### config.mk
export PLATFORM = sky130hd
export DESIGN_NAME = mem_access_ctrl
export DESIGN_NICKNAME = d
export VERILOG_FILES = /design/src/rtl/mem_ctrl_pkg.sv /design/src/rtl/mem_access_ctrl.sv
export SDC_FILE = /design/constraint.sdc
export NUM_CORES = 1
export LEC_CHECK = 0
export CAP_MARGIN = 40
export CELL_PAD_IN_SITES_DETAIL_PLACEMENT = 1
export CELL_PAD_IN_SITES_GLOBAL_PLACEMENT = 2
export CORE_AREA = 2 2 117 119
export CTS_CLUSTER_DIAMETER = 120
export DETAILED_ROUTE_END_ITERATION = 8
export DIE_AREA = 0 0 119 121
export PLACE_DENSITY = 0.83
export SYNTH_ARGS = -nofsm -noshare
export SYNTH_HDL_FRONTEND = slang
export SYNTH_SLANG_ARGS = --single-unit
### constraint.sdc
create_clock -name clk -period 1.69 [get_ports clk]
set_input_delay 0.507 -clock clk [delete_from_list [all_inputs] [get_ports clk]]
set_output_delay 0.507 -clock clk [all_outputs]
set_load 0.01 [all_outputs]
### src/rtl/mem_ctrl_pkg.sv
// rtl/mem_ctrl_pkg.sv - shared types and defaults for the memory access controller
//
// Contents:
//   state_t          sequencer states
//   OP_READ/OP_WRITE encoding of req_write
//   DEF_*            default widths for the 32x32 word memory
package mem_ctrl_pkg;

    localparam int DEF_ADDR_LEN  = 5;
    localparam int DEF_WORD_SIZE = 32;
    localparam int DEF_LEN_W     = 2;

    localparam logic OP_READ  = 1'b0;
    localparam logic OP_WRITE = 1'b1;

    typedef enum logic [2:0] {
        IDLE = 3'd0,
        WR   = 3'd1,
        WACK = 3'd2,
        RD   = 3'd3,
        RRSP = 3'd4
    } state_t;

endpackage

### src/rtl/mem_access_ctrl.sv
// rtl/mem_access_ctrl.sv - request sequencer in front of the single-port word memory
//
// Ports:
//   clk, rst_n                       clock, asynchronous active-low reset
//   req_valid/req_ready              request handshake (req_ready = idle)
//   req_write, req_addr, req_wdata   request opcode, start address, write data
//   req_len                          read burst beats minus one
//   rsp_valid/rsp_ready              response handshake
//   rsp_write, rsp_rdata, rsp_last   write-ack flag, read data, final beat
//   mem_addr, mem_r_en, mem_w_en     registered memory controls
//   mem_data_in, mem_data_out        memory write data / combinational read data
module mem_access_ctrl
    import mem_ctrl_pkg::*;
#(
    parameter int ADDR_LEN  = DEF_ADDR_LEN,
    parameter int WORD_SIZE = DEF_WORD_SIZE,
    parameter int LEN_W     = DEF_LEN_W
) (
    input  logic                 clk,
    input  logic                 rst_n,
    input  logic                 req_valid,
    output logic                 req_ready,
    input  logic                 req_write,
    input  logic [ADDR_LEN-1:0]  req_addr,
    input  logic [WORD_SIZE-1:0] req_wdata,
    input  logic [LEN_W-1:0]     req_len,
    output logic                 rsp_valid,
    input  logic                 rsp_ready,
    output logic                 rsp_write,
    output logic [WORD_SIZE-1:0] rsp_rdata,
    output logic                 rsp_last,
    output logic [ADDR_LEN-1:0]  mem_addr,
    output logic                 mem_r_en,
    output logic                 mem_w_en,
    output logic [WORD_SIZE-1:0] mem_data_in,
    input  logic [WORD_SIZE-1:0] mem_data_out
);

    localparam logic [ADDR_LEN-1:0] ADDR_ONE = {{(ADDR_LEN-1){1'b0}}, 1'b1};
    localparam logic [LEN_W-1:0]    LEN_ONE  = {{(LEN_W-1){1'b0}}, 1'b1};

    state_t               state_q, state_d;
    logic [LEN_W-1:0]     beats_left_q, beats_left_d;
    // mem_addr_q doubles as the current burst address and mem_data_in_q as
    // the latched write data; they only move when a strobe is being raised.
    logic [ADDR_LEN-1:0]  mem_addr_q, mem_addr_d;
    logic [WORD_SIZE-1:0] mem_data_in_q, mem_data_in_d;
    logic                 mem_r_en_q, mem_r_en_d;
    logic                 mem_w_en_q, mem_w_en_d;
    logic                 rsp_valid_q, rsp_valid_d;
    logic                 rsp_write_q, rsp_write_d;
    logic [WORD_SIZE-1:0] rsp_rdata_q, rsp_rdata_d;
    logic                 rsp_last_q, rsp_last_d;

    always_comb begin
        state_d       = state_q;
        beats_left_d  = beats_left_q;
        mem_addr_d    = mem_addr_q;
        mem_data_in_d = mem_data_in_q;
        // Strobes default low so each one is a single-cycle pulse per beat.
        mem_r_en_d    = 1'b0;
        mem_w_en_d    = 1'b0;
        rsp_valid_d   = rsp_valid_q;
        rsp_write_d   = rsp_write_q;
        rsp_rdata_d   = rsp_rdata_q;
        rsp_last_d    = rsp_last_q;

        case (state_q)
            IDLE: begin
                if (req_valid) begin
                    mem_addr_d   = req_addr;
                    beats_left_d = req_len;
                    if (req_write == OP_WRITE) begin
                        mem_data_in_d = req_wdata;
                        mem_w_en_d    = 1'b1;
                        state_d       = WR;
                    end else begin
                        mem_r_en_d = 1'b1;
                        state_d    = RD;
                    end
                end
            end
            WR: begin
                rsp_valid_d = 1'b1;
                rsp_write_d = 1'b1;
                rsp_last_d  = 1'b1;
                rsp_rdata_d = '0;
                state_d     = WACK;
            end
            WACK: begin
                if (rsp_ready) begin
                    rsp_valid_d = 1'b0;
                    rsp_write_d = 1'b0;
                    rsp_last_d  = 1'b0;
                    state_d     = IDLE;
                end
            end
            RD: begin
                // The memory read is combinational; capture it as r_en closes.
                rsp_valid_d = 1'b1;
                rsp_write_d = 1'b0;
                rsp_rdata_d = mem_data_out;
                rsp_last_d  = (beats_left_q == '0);
                state_d     = RRSP;
            end
            RRSP: begin
                if (rsp_ready) begin
                    rsp_valid_d = 1'b0;
                    rsp_last_d  = 1'b0;
                    if (beats_left_q == '0) begin
                        state_d = IDLE;
                    end else begin
                        // Address wraps naturally at 2^ADDR_LEN.
                        mem_addr_d   = mem_addr_q + ADDR_ONE;
                        beats_left_d = beats_left_q - LEN_ONE;
                        mem_r_en_d   = 1'b1;
                        state_d      = RD;
                    end
                end
            end
            default: begin
                state_d = IDLE;
            end
        endcase
    end

    always_ff @(posedge clk or negedge rst_n) begin
        if (!rst_n) begin
            state_q       <= IDLE;
            beats_left_q  <= '0;
            mem_addr_q    <= '0;
            mem_data_in_q <= '0;
            mem_r_en_q    <= 1'b0;
            mem_w_en_q    <= 1'b0;
            rsp_valid_q   <= 1'b0;
            rsp_write_q   <= 1'b0;
            rsp_rdata_q   <= '0;
            rsp_last_q    <= 1'b0;
        end else begin
            state_q       <= state_d;
            beats_left_q  <= beats_left_d;
            mem_addr_q    <= mem_addr_d;
            mem_data_in_q <= mem_data_in_d;
            mem_r_en_q    <= mem_r_en_d;
            mem_w_en_q    <= mem_w_en_d;
            rsp_valid_q   <= rsp_valid_d;
            rsp_write_q   <= rsp_write_d;
            rsp_rdata_q   <= rsp_rdata_d;
            rsp_last_q    <= rsp_last_d;
        end
    end

    assign req_ready   = (state_q == IDLE);
    assign rsp_valid   = rsp_valid_q;
    assign rsp_write   = rsp_write_q;
    assign rsp_rdata   = rsp_rdata_q;
    assign rsp_last    = rsp_last_q;
    assign mem_addr    = mem_addr_q;
    assign mem_r_en    = mem_r_en_q;
    assign mem_w_en    = mem_w_en_q;
    assign mem_data_in = mem_data_in_q;

endmodule
==> results.tsv, run 1 <==
stage	metric	value	unit
outcome	status	finished clean	
detailed_routing	1st-pass router iterations	4	
clocking	deepest clock path buffer count	2	
sta	min Tclk post-route	1.63	ns
final_layout	Fillers	1399	
floorplan	die area	14400	um2
logic_synthesis	Synth Flop Type	dfrtp_1	
critical_path	slowest cell delay on critical path	0.41	ns
logic_synthesis	Synth async-reset ratio	100	%
detailed_routing	via count	2628	
final_layout	ant diodes	0	
critical_path	WS Path Type	flop to flop	
final_layout	Final Instance Count excl. Fillers	581	
final_layout	Multi-input gate area	1240	um2
logic_synthesis	total of warnings raised by yosys	0	
logic_synthesis	Gate Count Post-Synth	232	
worst_hold_path	worst hold path class	input port to asynchronous set/reset pin	
clocking	Num CTS Buffers	9	
power	VDD IR-drop max	0.563	mV
floorplan	Ports	151	
clocking	Skew-Pair Late Insertion Delay	0.33	ns
sta	max_slew headroom	70.9	%
final_layout	Area Overhead vs Synth	62.2	%
global_route	initial antenna violation count	0	
global_route	Global Route Usage Sum	14.5	%
critical_path	CP Capture Type	flop	
power	Total Power	9.97	mW
sta	setup violators final	0	
placed_design	hpwl dp	7.12	mm
floorplan	die width	119	um
sta	final hold vios	0	
logic_synthesis	syn_nets	310	
detailed_routing	Post-DRT Antenna Nets	0	
critical_path	Crit path top cell by count	buf_4	
logic_synthesis	Seq cells post-synth	79	
logic_synthesis	Post-Synthesis Cell Area	3330	um2
global_route	largest net degree at the start of global routing	80	
power	PwrDens	1840	nW/um2
logic_synthesis	count leader, synth	dfrtp_1	
clocking	CTS Sinks	79	
sta	fin crit share	96.6	%
detailed_routing	Residual DRC	0	
final_layout	Util after Layout	41.3	%
final_layout	layout cell share with drive strength beyond 1	19.3	%
critical_path	CP top delay family	buffers and inverters	
critical_path	WP depth	6	
logic_synthesis	ranking of synthesized cells by area	dfrtp_1 (59%), mux2_4 (13%), a22o_1 (8.4%)	
sta	clock skew	0.00802	ns
floorplan	Initial Utilization	25.5	%
critical_path	Critical-path top delay cell	dfrtp_1	
power	Lkg Pwr	2.65	nW
logic_synthesis	post-synth cell types	42	
clocking	# hold bufs at CTS	0	
floorplan	cell row count	42	
sta	fin. max-slew vios	0	
detailed_routing	First DRT Iteration DRCs	99	
critical_path	Critical Path AT	1.84	ns
detailed_routing	vias per inst	4.52	
detailed_routing	WL final	9.95	mm
detailed_routing	DR WL/cell	17.1	um
logic_synthesis	Post-synth EDFFs	0	
critical_path	CP bufs+invs	3	
logic_synthesis	largest area contributor in the netlist	dfrtp_1	
clocking	Root Driver	clkbuf_16	
placed_design	Cells after DPL	560	
floorplan	chip height	121	um
critical_path	R2R cell count	6	
placed_design	port bufs	150	
flow_run	MaxCap Viol Count	0	
placed_design	placer congestion estimate	0.745	
final_layout	nets@finish	478	
logic_synthesis	synth cell count leaders	dfrtp_1 (79), a22o_1 (32), mux2_4 (29), buf_2 (9), a21oi_1 (8)	
global_route	grt ovf	0	
global_route	vias in the first global route	2916	
logic_synthesis	Synth top area share	59.3	%
logic_synthesis	sequential area share after synthesis	59.3	%
critical_path	startpoint class of the critical path	flop	
logic_synthesis	post-synthesis average cell area	14.4	um2
global_route	first-pass GRT wire length	16.2	mm
final_layout	FF/Latch Area	1980	um2
clocking	H-tree Lvls	3	
critical_path	worst-path fanout max	33	
clocking	clock transition at the registers of the reported paths	0.06	ns
sta	slew of the pin with the lowest slew margin	0.436	ns
clocking	CTS tree	done	
critical_path	CP cell instances	buf_4 -> nor2_1 -> buf_4 -> nand3_4 -> buf_12 -> mux2_1	
sta	max frequency	613	MHz
critical_path	CP required	1.90	ns
sta	RSZ-0062 raised after global routing	yes	
sta	final setup TNS	0	ns
floorplan	Core Region	13100	um2
==> where the power goes <==
part	leakage [nW]	total (mW)	internal (mW)	switching (mW)
Clock	0.150	1.97	1.20	0.775
Sequential	0.987	3.40	2.85	0.549
Combinational	1.52	4.60	2.52	2.08
==> area by class of cell <==
| cell class | instances | area share [%] |
|---|---|---|
| sequential | 79 | 36.6 |
| timing repair buffer | 172 | 30.0 |
| multi-input combinational | 129 | 23.0 |
| clock buffer | 11 | 4.49 |
| tap | 176 | 4.07 |
| clock inverter | 5 | 1.20 |
| inverter | 9 | 0.625 |
==> path summary, 6_finish.rpt <==
kind	slack, ns	to	start
hold reg to reg	0.49	mem_data_in[1]	mem_data_in[1]
hold / removal	0.20	mem_data_in[16]	rst_n
setup reg to reg	0.06	mem_data_in[0]	state_q[0]
max in group asynchronous	1.15	rsp_rdata[15]	rst_n
min in group clk	0.49	mem_data_in[1]	mem_data_in[1]
setup / recovery	0.06	mem_data_in[0]	state_q[0]
==> cells by family (layout without fill, tap and decap cells) <==
logic type / count (synthesis) / count (layout) / share of synthesized area [%]
flip-flops: 79 / 79 / 59.3
AO/OA/AOI/OAI: 55 / 55 / 13.3
multiplexers: 38 / 38 / 16.0
AND/OR/NAND/NOR: 33 / 34 / 6.61
buffers and inverters: 25 / 197 / 4.05
adder cells (fa/ha/maj): 2 / 2 / 0.751
==> flip-flops by register name, summed over array words and instances (netlist names) <==
signal,count
beats_left_q,2
rsp_rdata,32
rsp_write,1
mem_w_en,1
rsp_valid,1
mem_r_en,1
rsp_last,1
mem_addr,5
mem_data_in,32
state_q,3
==> metrics by stage <==
stage,instance area [um2],hold WS [ns],worst slack [ns]
6_report,5410,0.199,0.0574
5_1_grt,5410,0.229,-0.0344
4_1_cts,5350,0.210,-0.00109
3_5_place_dp,5110,0.485,-0.332
3_3_place_gp,5110,0.474,-0.274
2_1_floorplan,3330,0.211,0.155
==> per-layer routing <==
metal	vias to the layer above	track usage, %	part of all wire, %
met3	17	3.85	6.0
met4	0	6.03	2.3
met2	102	23.8	48
li1	1191	-	-
met5	-	0	0
met1	1318	18.0	43
==> repair_timing <==
item,CTS,global route
gates resized for setup,80,3
pin swaps,1,2
endpoints found under the setup margin,107,36
setup buffers,1,3
cloned,1,0
==> cells in the final DEF (no fill, tap or decap), types with 2 or more instances in the layout <==
cell             Yosys  final
mux2_1               4      4
nor3_1               5      4
nand2b_1             5      5
buf_4                2     18
buf_12               0      4
mux2i_1              4      4
inv_1                6      6
dlygate4sd2_1        0     74
a21oi_1              8      8
nand3_1              3      3
a22o_1              32     32
a221o_1              2      2
inv_2                2      2
nor2_1               5      5
nand3b_1             3      3
clkbuf_16            0      9
clkinv_4             0      3
dfrtp_1             79     79
mux2_4              29     29
ha_1                 2      2
o32ai_1              3      3
nand2_1              3      3
clkdlybuf4s50_1      0     73
nor2_4               1      2
No activity file was read; power rests on OpenSTA's default activity.
==> run 2: changes to the inputs <==
CORE_AREA = 2 2 121 123   (was 2 2 117 119)
DIE_AREA = 0 0 123 125   (was 0 0 119 121)
PLACE_DENSITY = 0.81   (was 0.83)
clock period = 1.4 ns   (was 1.69 ns; I/O delays follow)
==> run 2 against run 1 <==
The run now ends with setup timing left. Clock skew rose by 0.0017 ns. Sequential cell count did not move. Worst hold slack improved by 0.30 ns. Non-clock buffer count rose by 37. Final cell count rose by 7.6%. Global-route usage fell by 0.51 points. Total power rose by 29%. First-iteration DRC count fell by 22%. Core utilization fell by 2.2 points. Sequential share of layout area fell by 0.94 points. Critical path type is now flop to output pin. Highest routed layer unchanged.
==> results.tsv, run 2 (same netlist as run 1, synthesis figures left out) <==
stage	metric	value	unit	change
power	VDD IR-drop max	0.610	mV	+8.3%
critical_path	CP top delay family	flip-flops		
flow_run	MaxCap Viol Count	0		unchanged
sta	fin. max-slew vios	0		unchanged
critical_path	CP required	0.98	ns	-0.92 ns
detailed_routing	First DRT Iteration DRCs	77		-22%
critical_path	worst-path fanout max	2		-94%
global_route	vias in the first global route	3026		+3.8%
clocking	CTS Sinks	79		unchanged
final_layout	Fillers	1552		+11%
global_route	initial antenna violation count	0		unchanged
final_layout	layout cell share with drive strength beyond 1	44.4	%	+25 points
power	Sw Ratio	34.3	%	+0.24 points
power	Comb pwr share	48.6	%	+2.5 points
floorplan	die area	15400	um2	+6.8%
sta	slew of the pin with the lowest slew margin	0.368	ns	-0.0688 ns
power	clock share of power	19.4	%	-0.4 points
sta	setup violators final	40		+40
detailed_routing	vias per inst	4.45		-1.6%
placed_design	hpwl dp	7.31	mm	+2.7%
critical_path	WS Path Type	flop to output pin		
critical_path	Critical Path AT	1.14	ns	-0.70 ns
power	PwrDens	2310	nW/um2	+25%
floorplan	Ports	151		unchanged
final_layout	commonest cells after routing, fill and taps aside	dfrtp_1 (79), clkdlybuf4s50_1 (73), buf_4 (50)		
placed_design	Cell Area, Placed	5280	um2	+3.4%
clocking	Skew-Pair Late Insertion Delay	0.35	ns	+0.02 ns
critical_path	CP cell instances	nor3_2 -> buf_2		
critical_path	CP Capture Type	output pin		
power	Seq pwr share	32.0	%	-2.1 points
clocking	Root Driver	clkbuf_16		
global_route	largest net degree at the start of global routing	34		-57%
placed_design	placer congestion estimate	0.810		+8.8%
clocking	deepest clock path buffer count	2		unchanged
final_layout	most common library cell in the layout ignoring fill and taps	dfrtp_1		
final_layout	Area Overhead vs Synth	66.4	%	
power	Power Internal	8.42	mW	+28%
critical_path	slowest cell delay on critical path	0.40	ns	about the same
final_layout	nets@finish	514		+7.5%
clocking	CTS tree	done		
worst_hold_path	worst hold path class	flop to flop		
outcome	status	finished, violations left		
floorplan	chip height	125	um	+3.3%
power	Lkg Pwr	2.71	nW	+2.2%
final_layout	Final Instance Count excl. Fillers	625		+7.6%
sta	RSZ-0062 raised after global routing	yes		
floorplan	Initial Utilization	23.5	%	-2.0 points
power	P_sw	4.40	mW	+30%
clocking	Num CTS Buffers	9		unchanged
placed_design	Cells after DPL	582		+3.9%
detailed_routing	1st-pass router iterations	4		unchanged
sta	worst setup margin	-0.164	ns	-0.221 ns
clocking	clock transition at the registers of the reported paths	0.06	ns	about the same
sta	min Tclk post-route	1.56	ns	
floorplan	cell row count	44		+4.8%
outcome	failing checks	setup timing		
critical_path	CP bufs+invs	1		-2
floorplan	die width	123	um	+3.4%
detailed_routing	via count	2781		+5.8%
global_route	Global Route Usage Sum	14.0	%	-0.51 points
final_layout	post-route cell area	5550	um2	+2.6%
global_route	first-pass GRT wire length	16.4	mm	+1.1%
sta	clock skew	0.00973	ns	+0.00171 ns
clocking	H-tree Lvls	3		unchanged
critical_path	startpoint class of the critical path	flop		
critical_path	Critical-path top delay cell	dfrtp_1		
global_route	grt ovf	0		unchanged
floorplan	Core Region	14200	um2	+8.5%
detailed_routing	WL final	10.6	mm	+6.5%
detailed_routing	Post-DRT Antenna Nets	0		unchanged
placed_design	port bufs	150		unchanged
sta	max_slew headroom	75.5	%	+4.6 points
sta	final hold vios	0		unchanged
detailed_routing	Residual DRC	0		unchanged
detailed_routing	DR WL/cell	16.9	um	-1.0%
sta	max frequency	640	MHz	
final_layout	ant diodes	0		unchanged
sta	fin crit share	112	%	
[run 2: metrics by stage]
step	utilization [%]	hold WS (ns)	worst slack, ns	total power, mW	TNS [ns]
global route	39.1	0.516	-0.228	13.7	-8.53
global placement	37.2	0.360	-0.512	10.5	-21.42
detailed placement	37.2	0.365	-0.543	10.7	-22.29
finish	39.1	0.497	-0.164	12.8	-5.21
CTS	39.9	0.505	-0.186	13.0	-4.82
floorplan	-	0.124	-0.0359	7.07	-0.0669
[run 2: final cells by class]
type	instances	area [um2]	area share, %
inverters	9	33.8	0.609
well taps	184	230	4.15
multi-input cells	128	1290	23.2
repair buffers	209	1700	30.7
flip-flops and latches	79	1980	35.6
clock inverters	5	65.1	1.17
clock buffers	11	253	4.56
[run 2: final timing paths]
path	from	to	slack, ns	cells after the start
worst max-delay path	state_q[2]	req_ready	-0.16	2
worst min-delay path	mem_data_in[1]	mem_data_in[1]	0.50	1
worst max register to register	state_q[2]	mem_addr[2]	-0.13	4
worst min register to register	mem_data_in[1]	mem_data_in[1]	0.50	1
max in group asynchronous	rst_n	mem_data_in[15]	0.36	3
min in group asynchronous	rst_n	mem_data_in[26]	0.55	2
[run 2: power by group through the flow]
| stage | Combinational [mW] | Clock (mW) | Sequential (mW) |
|---|---|---|---|
| after global placement | 6.36 | 0 | 4.12 |
| after detailed placement | 6.53 | 0 | 4.17 |
| after floorplan | 2.48 | 0 | 4.60 |
| after CTS | 6.33 | 2.58 | 4.13 |
| final | 6.23 | 2.49 | 4.11 |
| after global routing | 6.73 | 2.67 | 4.26 |
[run 2: metal layers]
layer	global-route usage (%)	wire length (um)	part of all wire (%)
met1	17.0	4380	41
met2	22.7	5230	49
met3	3.42	695	6.6
met4	7.15	286	2.7
met5	0	0	0
[run 2: repair_timing]
item,CTS,global route
hold buffers,1,0
endpoints found under the hold margin,21,0
gates resized for setup,241,46
setup buffers,11,15
pin swaps,3,1
endpoints found under the setup margin,146,123
